==> config.mk <==
export PLATFORM = sky130hd
export DESIGN_NAME = slot_alloc_rr
export DESIGN_NICKNAME = d
export VERILOG_FILES = /design/src/rtl/slot_alloc_rr.sv
export SDC_FILE = /design/constraint.sdc
export NUM_CORES = 1
export LEC_CHECK = 0
export CORE_MARGIN = 2
export CORE_UTILIZATION = 50
export CTS_BUF_LIST = sky130_fd_sc_hd__clkbuf_16
export DETAILED_ROUTE_END_ITERATION = 7
export PLACE_DENSITY = 0.69
export REMOVE_ABC_BUFFERS = 1
export SYNTH_ARGS = -nofsm -noshare
export SYNTH_HDL_FRONTEND = slang
export SYNTH_SLANG_ARGS = --single-unit
==> constraint.sdc <==
create_clock -name clk_i -period 8.8 [get_ports clk_i]
set_input_delay 2.2 -clock clk_i [delete_from_list [all_inputs] [get_ports clk_i]]
set_output_delay 2.2 -clock clk_i [all_outputs]
set_load 0.005 [all_outputs]
==> src/rtl/slot_alloc_rr.sv <==
// slot_alloc_rr: circular next-fit slot allocator.
// Tracks occupancy of W slots and grants one free slot per cycle with zero latency.
// Accepts up to N_FREE frees per cycle. Keeps a free-slot count and a sticky
// protocol-error flag. The grant path reads only registered state.
module slot_alloc_rr #(
  parameter int unsigned W        = 32,
  parameter int unsigned N_FREE   = 2,
  parameter int unsigned NEXT_FIT = 1,
  localparam int unsigned LW      = $clog2(W)
) (
  input  logic                   clk_i,
  input  logic                   rst_i,
  input  logic                   flush_i,
  input  logic                   alloc_valid_i,
  output logic                   alloc_ready_o,
  output logic [LW-1:0]          alloc_id_o,
  output logic [W-1:0]           alloc_oh_o,
  input  logic [N_FREE-1:0]      free_valid_i,
  input  logic [N_FREE*LW-1:0]   free_id_i,
  output logic [W-1:0]           occ_o,
  output logic [LW:0]            free_cnt_o,
  output logic                   err_o
);

  logic [W-1:0]  r_occ;
  logic [LW-1:0] r_ptr;
  logic [LW:0]   r_free_cnt;
  logic          r_err;

  logic [LW-1:0] w_start;
  logic [LW-1:0] w_idx;
  logic [LW-1:0] w_id;
  logic          w_found;
  logic          w_ready;
  logic [W-1:0]  w_oh;

  logic [W-1:0]  w_clr;
  logic [LW-1:0] w_fid;
  logic          w_err_free;
  logic          w_hs;
  logic          w_err_alloc;
  logic [W-1:0]  w_occ_nxt;
  logic [LW:0]   w_cnt_nxt;
  logic [LW-1:0] w_ptr_nxt;

  // Number of set bits in a slot vector, sized to hold 0..W.
  function automatic logic [LW:0] popcount(input logic [W-1:0] v);
    logic [LW:0] c;
    c = {(LW+1){1'b0}};
    for (int i = 0; i < int'(W); i++) begin
      c = c + {{LW{1'b0}}, v[i]};
    end
    return c;
  endfunction

  // Circular search for the first free slot starting at the pointer (or slot 0 for first-fit).
  always_comb begin
    w_start = (NEXT_FIT != 0) ? r_ptr : {LW{1'b0}};
    w_found = 1'b0;
    w_id    = w_start;
    w_idx   = w_start;
    for (int i = 0; i < int'(W); i++) begin
      // LW-bit addition wraps modulo W because W is a power of two.
      w_idx = w_start + i[LW-1:0];
      if (!w_found && !r_occ[w_idx]) begin
        w_found = 1'b1;
        w_id    = w_idx;
      end else begin
        w_found = w_found;
      end
    end
    w_ready = ~(&r_occ);
    if (w_ready) begin
      w_oh = {{(W-1){1'b0}}, 1'b1} << w_id;
    end else begin
      w_oh = {W{1'b0}};
    end
  end

  // Decode free ports into a clear mask; bad or duplicate frees only raise the error.
  always_comb begin
    w_clr      = {W{1'b0}};
    w_err_free = 1'b0;
    w_fid      = {LW{1'b0}};
    for (int k = 0; k < int'(N_FREE); k++) begin
      w_fid = free_id_i[k*LW +: LW];
      if (free_valid_i[k]) begin
        if (!r_occ[w_fid] || w_clr[w_fid]) begin
          w_err_free = 1'b1;
        end else begin
          w_clr[w_fid] = 1'b1;
        end
      end else begin
        w_clr = w_clr;
      end
    end
  end

  // Next-state computation for occupancy, count and pointer.
  always_comb begin
    w_hs        = alloc_valid_i & w_ready;
    w_err_alloc = alloc_valid_i & ~w_ready;
    // The granted slot is currently free, so it never appears in w_clr; OR-ing last lets the allocation win.
    if (w_hs) begin
      w_occ_nxt = (r_occ & ~w_clr) | w_oh;
      w_ptr_nxt = w_id + LW'(1'b1);
    end else begin
      w_occ_nxt = r_occ & ~w_clr;
      w_ptr_nxt = r_ptr;
    end
    w_cnt_nxt = r_free_cnt - {{LW{1'b0}}, w_hs} + popcount(w_clr);
  end

  // State registers with async reset and synchronous flush taking priority over traffic.
  always_ff @(posedge clk_i or posedge rst_i) begin
    if (rst_i) begin
      r_occ      <= {W{1'b0}};
      r_ptr      <= {LW{1'b0}};
      r_free_cnt <= (LW+1)'(W);
      r_err      <= 1'b0;
    end else if (flush_i) begin
      r_occ      <= {W{1'b0}};
      r_ptr      <= {LW{1'b0}};
      r_free_cnt <= (LW+1)'(W);
      r_err      <= 1'b0;
    end else begin
      r_occ      <= w_occ_nxt;
      r_ptr      <= w_ptr_nxt;
      r_free_cnt <= w_cnt_nxt;
      r_err      <= r_err | w_err_free | w_err_alloc;
    end
  end

  assign alloc_ready_o = w_ready;
  assign alloc_id_o    = w_id;
  assign alloc_oh_o    = w_oh;
  assign occ_o         = r_occ;
  assign free_cnt_o    = r_free_cnt;
  assign err_o         = r_err;

endmodule

# Yosys cells after proc, flatten, opt, wreduce, memory -nomap -nowiden
# Memory sizes are Yosys's and may differ from the RTL's.
# Cells that the tools add are included.
totals:
  romBits: 32
  latchBits: 0
  in_bits: 16
  ramBits: 0
  word_cells: 368
  out_inout_bits: 77
  regBits: 44
  mem_count: 1
op_classes:
  n_reduce_logical: 100
  eq_ne: 0
  magnitude_cmp: 36
  add_sub_neg: 65
  multipliers: 0
  bitwise_logic: 9
  n_mux: 152
  div: 0
  shifts: 1
memory_table:
  columns: ["name", "words", "word_bits", "read_ports", "rd_ports_with_merged_regs", "wr", "line_no", "text"]
  rows:
  - ["(no name shown)", 32, 1, 1, 0, 0, "88", "if (!r_occ[w_fid] || w_clr[w_fid]) begin"]
ops:
  columns: ["cell", "n"]
  rows:
  - ["$mux 32", 7]
  - ["$lt 5x6->1 const B", 34]
  - ["$bmux 1 s5", 35]
  - ["$mux 5", 33]
  - ["$add 6x1->6", 26]
  - ["$add 5x5->5 const B", 16]
  - ["$mux 1", 74]
  - ["$or 32x32->32", 2]
  - ["$logic_not 1->1", 63]
  - ["$add 5x4->5 const B", 8]
  - ["$logic_and 1x1->1", 33]
  - ["$and 32x32->32", 1]
  - ["$not 32->32", 1]
  - ["$reduce_and 32->1", 1]
  - ["$shl 1x5->32 const A", 1]
  - ["$add 5x3->5 const B", 4]
  - ["$add 5x1->5 const B", 2]
  - ["$add 5x2->5 const B", 2]
  - ["$demux 1 s5", 2]
  - ["$ge 5x1->1 const B", 2]
  - ["$add 5x1->6", 1]
  - ["$add 6x6->6", 1]
  - ["$mux 6", 1]
  - ["$sub 6x1->6", 1]
  - ["other kinds (9)", 12]

# Depth between registers and ports, before layout
# Gate-level depths: netlist (run 1).
logic_depth:
  depth_word: 101
  ltp_mapped: 31

# Worst setup path before layout (run 1)
# OpenSTA, ideal clock, no wires.
synth_path:
  kind: "input to register"
  from: "in free_id_i[0]"
  to: "reg r_free_cnt[4] (netlist: free_cnt_o[4])"
  required_time_ns: 8.682
  stages: 28
  arrival_time_ns: 9.638
  slack_ns: -0.956
  setup_ns: 0.118
  cell_sequence: "clkbuf_1 clkbuf_1 mux4_2 a22oi_1 nand2_1 or4b_2 and2_1 a41oi_1 nand2_1 or3_1 clkbuf_1 o22ai_1 fa_1 fa_1 inv_1 fa_1 inv_1 fa_1 fa_1 fa_1 inv_1 fa_1 fa_1 inv_1 a21o_1 a21oi_1 xor2_1 nor2_1"
synth_between:
  elab_chain_cells: 44
  elab_cells_between_ends: 52
  cone_classes: "add/sub (32); order compare (2); mux (12); bitwise (1); reduce/logical (4); memory (1)"
synth_lines:
  columns: ["element", "line_no", "text"]
  rows:
  - ["from (decl)", "19", "input logic [N_FREE*LW-1:0] free_id_i,"]
  - ["$lt 5x6->1 (implied by the code), or another cell as far along", "91", "w_clr[w_fid] = 1'b1;"]
  - ["$logic_and 1x1->1 (implied by the code) / $mux 1 (equally long branches)", "91, 88", null]
  - ["$mux 1 (implied by the code) / $logic_not 1->1 (equally long branches)", "91, 88", null]
  - ["$demux 1 s5 / $logic_or 1x1->1 (equally long branches)", "91, 88", null]
  - ["$mux 32 (*)", "88", null]
  - ["$mux 32 (*)", "87", "if (free_valid_i[k]) begin"]
  - ["$bmux 1 s5", "88", null]
  - ["$mux 1 (implied by the code)", "88", null]
  - ["[4 not listed]", null, null]
  - ["$add 2x1->3", "51", "c = c + {{LW{1'b0}}, v[i]};"]
  - ["$add 3x1->4", "51", null]
  - ["$add 4x1->5", "51", null]
  - ["$add 5x1->6", "51", null]
  - ["$add 6x1->6 (25 in a row)", "51", null]
  - ["$add 6x1->6 (*)", "51", null]
  - ["$add 6x6->6 (*)", "111", "w_cnt_nxt = r_free_cnt - {{LW{1'b0}}, w_hs} + popcount(w_clr);"]
  - ["$mux 6 (*)", "121", "end else if (flush_i) begin"]
  - ["to (signal assigned)", "119", "r_free_cnt <= (LW+1)'(W);"]
  - ["to (signal assigned)", "124", "r_free_cnt <= (LW+1)'(W);"]
  - ["to (signal assigned)", "129", "r_free_cnt <= w_cnt_nxt;"]
  - ["to (decl)", "27", "logic [LW:0] r_free_cnt;"]
# Mark *: on every way between the ends. The rest lies on a longest branch, timed or not. The select of a mux whose other input is x is not followed.
# A chain may end at the register's enable or synchronous reset.

# Worst setup path after layout (run 1)
# Same ends and word-level chain as after synthesis.

==> flow_summary.yaml, run 1 <==
clock_tree:
  cts_max_level: 2
  cts_buffer_depth: 2
  root_buffer: "clkbuf_16"
  clk_latency_ns: 0.29
  clk_pin_slew_worst_paths_ns: 0.06
  cts_tree: "yes"
  cts.sinks: 44
  numCtsBuffers: 5
  hold_buffers: 0
die:
  die_h_um: 155
  core_um2: 22500
  dieArea_um2: 24000
  die_width_um: 155
  start_util_pct: 50.6
  rows: 55
  pin_count: 93
pwr:
  power_frac_comb_pct: 80.0
  ir_drop_uv: 199
  power.leakage_uw: 0.00561
  power_density_nw_per_um2: 180
  p_switching_uw: 1300
  finalPower_uw: 2520
  power.share.sequential_pct: 11.5
  p_sw_share_pct: 51.8
  p_int_uw: 1210
  pwr-share-clk_pct: 8.5
route:
  via_per_inst: 7.16
  wl_per_cell_um: 29.0
  routed_wl_mm: 49.7
  antenna_left: 0
  first_iter_violations: 1414
  firstDrtPassIters: 8
  dr_total_vias: 12291
  drc: 0
global_routing:
  grt_pass1_wl_mm: 73.5
  gr-total-overflow: 0
  antenna_found_initial: 0
  grt_pass1_vias: 11908
  grt_max_degree: 71
  grtUsageTotal_pct: 40.4
yosys:
  yosysSeqAreaShare_pct: 9.67
  synth_area_per_cell_um2: 9.13
  post_synth_num_cell_types: 121
  ys_ff_latch: 44
  netlist_area_um2: 11400
  ys_async_sr_fraction_pct: 100
  synth_warnings: 0
  synth_cells: 1248
  ys.flop_type: "dfrtp_1"
  synth_edf_count: 0
finish:
  fill_cells: 1936
  final_cell_count_no_fill: 1717
  drive_gt1_share_pct: 28.6
  n_antenna_cell: 0
  final_util_pct: 62.1
  mostFrequentLayoutCell: "buf_4"
  final_nets: 1511
  area_growth_pct: 22.5
  design_area_um2: 14000
  final_cell_mix: "buf_4 (168), nor2_1 (104), clkdlybuf4s50_1 (87)"
timing:
  setup_viol: 1
  tightest_slew_ns: 0.894
  rsz0062_at_grt: "yes"
  fmax_ghz: 0.113
  maxSlewHeadroom_pct: 40.3
  final.setup.worst_slack_ns: -0.0402
  skew_ns: 0.00351
  slew_viol_final: 0
  fin_crit_sh_pct: 100
  hold_violations: 0
  min_period_ns: 8.84
worst_setup_path:
  cp.arrival_ns: 9.00
  worst_path_largest_cell_delay_ns: 0.55
  crit_top_cell: "fa_1"
  crit_fanout: 7
  critPathLaunchType: "primary input"
  required_ns: 8.96
  cp_slowest_cell: "fa_1"
  worst_setup_path_end_kind: "flop"
  critPathKind: "in2reg"
min_path:
  hp-class: "reg2reg"
placement:
  dpl.hpwl_mm: 38.2
  dp.cells: 1678
  io_buffer_count: 92
  placed_area_um2: 13200
  place_congestion: 1.01
  pre_cts_slack_ns: -1.22
status:
  status: "finished with violations"
  violations: "negative setup slack"
run:
  cap_violations: 0
Yosys cell counts, drive strengths merged (11+ instances only):
| cell type | n | area [um^2] |
|---|---|---|
| buf | 45 | 410 |
| nor4 | 19 | 176 |
| ha | 37 | 463 |
| xor2 | 18 | 176 |
| nor3 | 46 | 235 |
| mux2 | 41 | 462 |
| nand2 | 86 | 335 |
| fa | 27 | 541 |
| mux2i | 46 | 493 |
| o22a | 11 | 96.3 |
| nor2 | 113 | 452 |
| nand3 | 40 | 225 |
| nor2b | 27 | 171 |
| and3 | 14 | 97.6 |
| a211oi | 12 | 100 |
| nor3b | 22 | 165 |
| or3 | 14 | 87.6 |
| o21ai | 34 | 170 |
| o22ai | 40 | 250 |
| dfrtp | 43 | 1080 |
| clkbuf | 52 | 205 |
| and2 | 19 | 123 |
| a21o | 22 | 165 |
| xnor2 | 33 | 364 |
| inv | 57 | 216 |
| nand4 | 28 | 196 |
| mux4 | 98 | 2340 |
| a21oi | 53 | 280 |
path summary, 6_finish.rpt:
| check | startpoint | to | slack, ns | cells past startpoint |
|---|---|---|---|---|
| worst min register to register | err_o$_DFF_PP0_ | err_o$_DFF_PP0_ | 0.63 | 2 |
| worst max register to register | occ_o[7]$_DFF_PP0_ | free_cnt_o[4]$_DFF_PP0_ | 1.30 | 27 |
| worst min-delay path | err_o$_DFF_PP0_ | err_o$_DFF_PP0_ | 0.63 | 2 |
| worst max-delay path | free_id_i[0] | free_cnt_o[4]$_DFF_PP0_ | -0.04 | 28 |
| max in group asynchronous | rst_i | r_ptr[0]$_DFFE_PP0P_ | 5.74 | 2 |
| min in group asynchronous | rst_i | free_cnt_o[4]$_DFF_PP0_ | 2.45 | 2 |
power by group through the flow:
| stage | Combinational, uW | Sequential (uW) | Clock, uW |
|---|---|---|---|
| after floorplan | 1130 | 309 | 0 |
| after global placement | 1850 | 285 | 0 |
| after detailed placement | 1870 | 286 | 0 |
| after CTS | 1900 | 283 | 215 |
| after global routing | 2130 | 289 | 226 |
| final | 2010 | 290 | 214 |
state kept, by name, summed over array words and instances (netlist names):
register,flops
err_o,1
free_cnt_o,6
r_ptr,5
occ_o,32
final cells by class:
cell class / count / area (um^2) / share of cell area, %
repair buffers: 272 / 2380 / 17.0
flip-flops and latches: 44 / 1100 / 7.91
clock inverters: 3 / 46.3 / 0.331
well taps: 285 / 357 / 2.55
clock buffers: 5 / 125 / 0.896
inverters: 58 / 224 / 1.60
multi-input cells: 1050 / 9730 / 69.7
stage by stage:
| step | hold slack, ns | setup TNS [ns] |
|---|---|---|
| 3_3_place_gp | 0.601 | -5.56 |
| 4_1_cts | 0.619 | -0.0999 |
| 5_1_grt | 0.671 | -0.848 |
| 2_1_floorplan | 0.533 | -11.55 |
| 3_5_place_dp | 0.610 | -5.91 |
| 6_report | 0.630 | -0.0402 |
critical path: cells and delay by family:
| kind | cells | cell delay (ns) |
|---|---|---|
| compound gates | 4 | 0.47 |
| xor+xnor | 1 | 0.14 |
| fa+ha+maj | 8 | 3.71 |
| buf+inv | 7 | 0.56 |
| mux | 1 | 0.49 |
| simple gates | 7 | 1.44 |
kinds of logic (layout without fill, tap and decap cells):
logic type	after synthesis	count (layout)	share of synthesized area [%]
and+or+nand+nor	468	469	22.9
AOI/OAI and AO/OA	281	281	17.6
muxes	185	185	28.9
buffers and inverters	155	338	7.33
adders and majority gates	64	64	8.80
xor gates and xnor gates	51	51	4.74
DFF	44	44	9.67
layer usage:
metal	routed length [um]	vias up	global-route usage, %
met2	23500	891	67.8
met1	17300	5921	48.2
li1	-	5218	-
met5	0	-	0
met3	4500	261	5.49
met4	4420	0	27.9
timing repair:
action,4_1_cts,5_1_grt
gates resized for setup,32,59
hold endpoints to repair,0,0
pin swaps,20,27
buffers inserted,3,27
setup endpoints to repair,27,37
cloned,0,1
Note: power is estimated with default switching activity, not from simulation.
==> run 2: changes to the inputs <==
CAP_MARGIN = 25   (was unset)
RECOVER_POWER = 25   (was unset)
==> flow_summary.yaml, run 2 (synthesized netlist as in run 1, its figures left out) <==
status:
  status: "finished with violations"
  violations: "max-capacitance violations, max-slew violations, negative setup slack"
finish:
  final_cell_mix: "buf_4 (168), nor2_1 (104), clkdlybuf4s50_1 (86)"
  final_nets: 1511
  design_area_um2: 14000
  mostFrequentLayoutCell: "buf_4"
  fill_cells: 1936
  area_growth_pct: 22.5
  multiInputGateArea_um2: 9730
  ff_latch_area_um2: 1100
  drive_gt1_share_pct: 28.6
  n_antenna_cell: 0
  largest_register_ffs: 32
  final_util_pct: 62.1
timing:
  setup_viol: 1
  finalHoldWorstSlack_ns: 0.630
  min_period_ns: 8.84
  hold_violations: 0
  maxSlewHeadroom_pct: -8.28
  rsz0062_at_grt: "yes"
  tns_ns: -0.0369
  slew_viol_final: 45
  final.setup.worst_slack_ns: -0.0369
  tightest_slew_ns: 1.62
  fmax_ghz: 0.113
  fin_crit_sh_pct: 100
  skew_ns: 0.00356
clock_tree:
  cts.sinks: 44
  numCtsBuffers: 5
  hold_buffers: 0
  clk_latency_ns: 0.29
  cts_buffer_depth: 2
  root_buffer: "clkbuf_16"
  cts_max_level: 2
  clk_pin_slew_worst_paths_ns: 0.06
  cts_tree: "yes"
route:
  firstDrtPassIters: 6
  first_iter_violations: 1414
  dr_total_vias: 12316
  antenna_left: 0
  wl_per_cell_um: 28.9
  drc: 0
  routed_wl_mm: 49.7
  via_per_inst: 7.17
die:
  die_h_um: 155
  dieArea_um2: 24000
  die_width_um: 155
  rows: 55
  start_util_pct: 50.6
  pin_count: 93
  core_um2: 22500
global_routing:
  grtUsageTotal_pct: 40.4
  grt_pass1_wl_mm: 73.5
  gr-total-overflow: 0
  antenna_found_initial: 0
  grt_pass1_vias: 11908
  grt_max_degree: 71
worst_setup_path:
  required_ns: 8.96
  crit_top_cell: "fa_1"
  worst_path_largest_cell_delay_ns: 0.55
  cp_slowest_cell: "fa_1"
  critPathLaunchType: "primary input"
  crit_fanout: 7
  worst_setup_path_end_kind: "flop"
  critPathKind: "in2reg"
  cp.arrival_ns: 8.99
pwr:
  power_density_nw_per_um2: 180
  ir_drop_uv: 199
  power.leakage_uw: 0.00561
placement:
  placed_area_um2: 13200
  dpl.hpwl_mm: 38.2
  pre_cts_slack_ns: -1.22
  io_buffer_count: 92
  place_congestion: 1.01
run:
  cap_violations: 1
min_path:
  hp-class: "reg2reg"
-- run 2: changes by cell type in the layout (fill, tap and decap cells not counted) --
cell,delta
inv_1,+1
dlygate4sd3_1,+1
clkdlybuf4s50_1,-1
inv_2,-1
-- run 2: critical path, delay by kind of cell --
family,cells,cell delay (ns)
muxes,1,0.49
AOI/OAI and AO/OA,4,0.47
adders and majority gates,8,3.70
buffers and inverters,7,0.56
and+or+nand+nor,7,1.44
xor gates and xnor gates,1,0.14
-- run 2: stage by stage --
| step | std cells | power (uW) |
|---|---|---|
| after CTS | 1689 | 2390 |
| after floorplan | 1151 | 1440 |
| final | 1717 | 2520 |
| after detailed placement | 1678 | 2160 |
| after global routing | 1717 | 2640 |
| after global placement | 1678 | 2140 |
-- run 2: routing by layer --
metal | track usage [%] | wire length (um)
met2 | 67.8 | 23500
met1 | 48.2 | 17200
met4 | 27.9 | 4400
met3 | 5.49 | 4540
met5 | 0 | 0
-- run 2: power breakdown --
group | switching, uW | total, uW | internal (uW)
clock | 79.3 | 214 | 135
combinational | 1170 | 2010 | 849
sequential | 59.5 | 290 | 230
total | 1300 | 2520 | 1210
-- run 2: repair_timing --
item                                    CTS  global route
pin swaps                                20            27
gates resized for setup                  32            59
gates cloned                              0             1
buffers inserted                          3            27
endpoints found under the setup margin   27            37
-- run 2: layout make-up --
class                      count  share of cell area [%]
tap                          285                    2.55
clock buffer                   5                   0.896
clock inverter                 3                   0.331
sequential                    44                    7.91
timing repair buffer         272                    17.0
multi-input combinational   1050                    69.7
inverter                      58                    1.60
-- run 2: final timing paths --
| path | startpoint | endpoint | depth (start not counted) | slack, ns |
|---|---|---|---|---|
| max in group asynchronous | rst_i | r_ptr[0]$_DFFE_PP0P_ | 2 | 4.86 |
| worst min-delay path | err_o$_DFF_PP0_ | err_o$_DFF_PP0_ | 2 | 0.63 |
| worst min register to register | err_o$_DFF_PP0_ | err_o$_DFF_PP0_ | 2 | 0.63 |
| worst max-delay path | free_id_i[0] | free_cnt_o[4]$_DFF_PP0_ | 28 | -0.04 |
| min in group asynchronous | rst_i | free_cnt_o[4]$_DFF_PP0_ | 2 | 2.88 |
| worst max register to register | occ_o[7]$_DFF_PP0_ | free_cnt_o[4]$_DFF_PP0_ | 27 | 1.31 |
==> run 3: changes to the inputs <==
SKIP_LAST_GASP = 1   (was unset)
==> flow_summary.yaml, run 3 (synthesized netlist as in run 1, its figures left out) <==
status:
  status: "finished with violations"
  violations: "max-capacitance violations, max-slew violations, negative setup slack"
placement:
  place_congestion: 1.01
  pre_cts_slack_ns: -1.22
  io_buffer_count: 92
  placed_area_um2: 13200
  dpl.hpwl_mm: 38.2
worst_setup_path:
  cp.arrival_ns: 8.97
  critPathKind: "in2reg"
  reg2reg_depth: 27
  required_ns: 8.96
  worst_setup_path_end_kind: "flop"
  critPathLaunchType: "primary input"
  crit_fanout: 7
timing:
  skew_ns: 0.00354
  hold_violations: 0
  tightest_slew_ns: 1.62
  rsz0062_at_grt: "yes"
  min_period_ns: 8.82
  fmax_ghz: 0.113
  final.setup.worst_slack_ns: -0.0155
  setup_viol: 1
  slew_viol_final: 45
  maxSlewHeadroom_pct: -7.95
  fin_crit_sh_pct: 100
finish:
  multiInputGateArea_um2: 9730
  design_area_um2: 14000
  final_cell_mix: "buf_4 (169), nor2_1 (104), clkdlybuf4s50_1 (86)"
  fill_cells: 1937
  largest_register_ffs: 32
  n_antenna_cell: 0
  final_util_pct: 62.1
  final_nets: 1511
  drive_gt1_share_pct: 28.6
  area_growth_pct: 22.5
  ff_latch_area_um2: 1100
  mostFrequentLayoutCell: "buf_4"
global_routing:
  gr-total-overflow: 0
  grtUsageMet1_pct: 48.2
  antenna_found_initial: 0
  grt_max_degree: 71
  grt_pass1_vias: 11908
  groute.layer.met2.usage_pct: 67.8
  grt-busiest-layer: "met2"
  grt_pass1_wl_mm: 73.5
  grtUsageTotal_pct: 40.4
  use_met3_pct: 5.49
die:
  die_h_um: 155
  rows: 55
  pin_count: 93
  core_um2: 22500
  start_util_pct: 50.6
  die_width_um: 155
  dieArea_um2: 24000
clock_tree:
  numCtsBuffers: 5
  clk_latency_ns: 0.29
  cts_max_level: 2
  cts_tree: "yes"
  clk_pin_slew_worst_paths_ns: 0.06
  cts.sinks: 44
  cts_buffer_depth: 2
  root_buffer: "clkbuf_16"
  hold_buffers: 0
pwr:
  finalPower_uw: 2520
  ir_drop_uv: 199
  power.leakage_uw: 0.00561
  power_density_nw_per_um2: 180
route:
  first_iter_violations: 1414
  wl_per_cell_um: 28.9
  routed_wl_mm: 49.7
  antenna_left: 0
  drc: 0
  firstDrtPassIters: 7
  dr_total_vias: 12325
  via_per_inst: 7.18
min_path:
  hp-class: "reg2reg"
  hold_depth: 2
run:
  cap_violations: 1
## run 3: cell counts in the layout (fill, tap and decap cells not counted)
Identical to the previous run, type by type.
## run 3: per-stage QoR
step	hold slack [ns]	TNS, ns	std cells
after floorplan	0.533	-11.55	1151
after global placement	0.601	-5.56	1678
after detailed placement	0.610	-5.91	1678
after CTS	0.619	-0.0999	1689
after global routing	0.671	-0.847	1717
final	0.630	-0.0155	1717
## run 3: area by class of cell
class	count	area share, %
Clock buffer	5	0.896
Clock inverter	3	0.332
Inverter	58	1.60
Multi-Input combinational cell	1050	69.7
Sequential cell	44	7.91
Tap cell	285	2.55
Timing Repair Buffer	272	17.0
## run 3: per-layer routing
metal	routed length (um)	up-vias	share of wire, %
li1	-	5215	-
met1	17200	5944	35
met2	23500	908	47
met3	4540	258	9.1
met4	4420	0	8.9
met5	0	-	0
## run 3: path summary, 6_finish.rpt
check | slack (ns) | start | end
max | -0.02 | free_id_i[0] | free_cnt_o[4]$_DFF_PP0_
min | 0.63 | err_o$_DFF_PP0_ | err_o$_DFF_PP0_
max reg2reg | 1.33 | occ_o[7]$_DFF_PP0_ | free_cnt_o[4]$_DFF_PP0_
min reg2reg | 0.63 | err_o$_DFF_PP0_ | err_o$_DFF_PP0_
max in group asynchronous | 4.87 | rst_i | r_ptr[0]$_DFFE_PP0P_
min in group asynchronous | 2.87 | rst_i | free_cnt_o[4]$_DFF_PP0_
## run 3: report_power, final
group	total, uW	switching, uW	leakage (uW)	internal [uW]
Combinational	2010	1170	0.00493	849
Sequential	290	59.7	0.000597	230
Clock	214	79.6	0.0000804	135
Total	2520	1300	0.00561	1210
## run 3: critical path: stages
cell and delay (ns):
buf_12 0.09, buf_8 0.10, mux4_2 0.49, nor2b_1 0.15, nor2_1 0.10, or4b_4 0.47
and2_4 0.16, a41oi_2 0.14, nand2_1 0.09, or3_4 0.41, buf_6 0.15, o22ai_4 0.15
fa_2 0.48, fa_1 0.55, inv_1 0.05, fa_1 0.47, inv_1 0.05, fa_1 0.47
fa_1 0.50, fa_1 0.51, inv_1 0.05, fa_2 0.36, fa_2 0.35, inv_1 0.06
a21o_1 0.11, a21oi_1 0.07, xor2_1 0.14, nor2_1 0.06
## run 3: repair_timing
| item | 4_1_cts | 5_1_grt |
|---|---|---|
| hold endpoints to repair | 0 | 0 |
| cloned | 0 | 1 |
| endpoints found under the setup margin | 27 | 37 |
| gates resized for setup | 32 | 58 |
| buffers inserted | 3 | 27 |
| pin swaps | 20 | 27 |
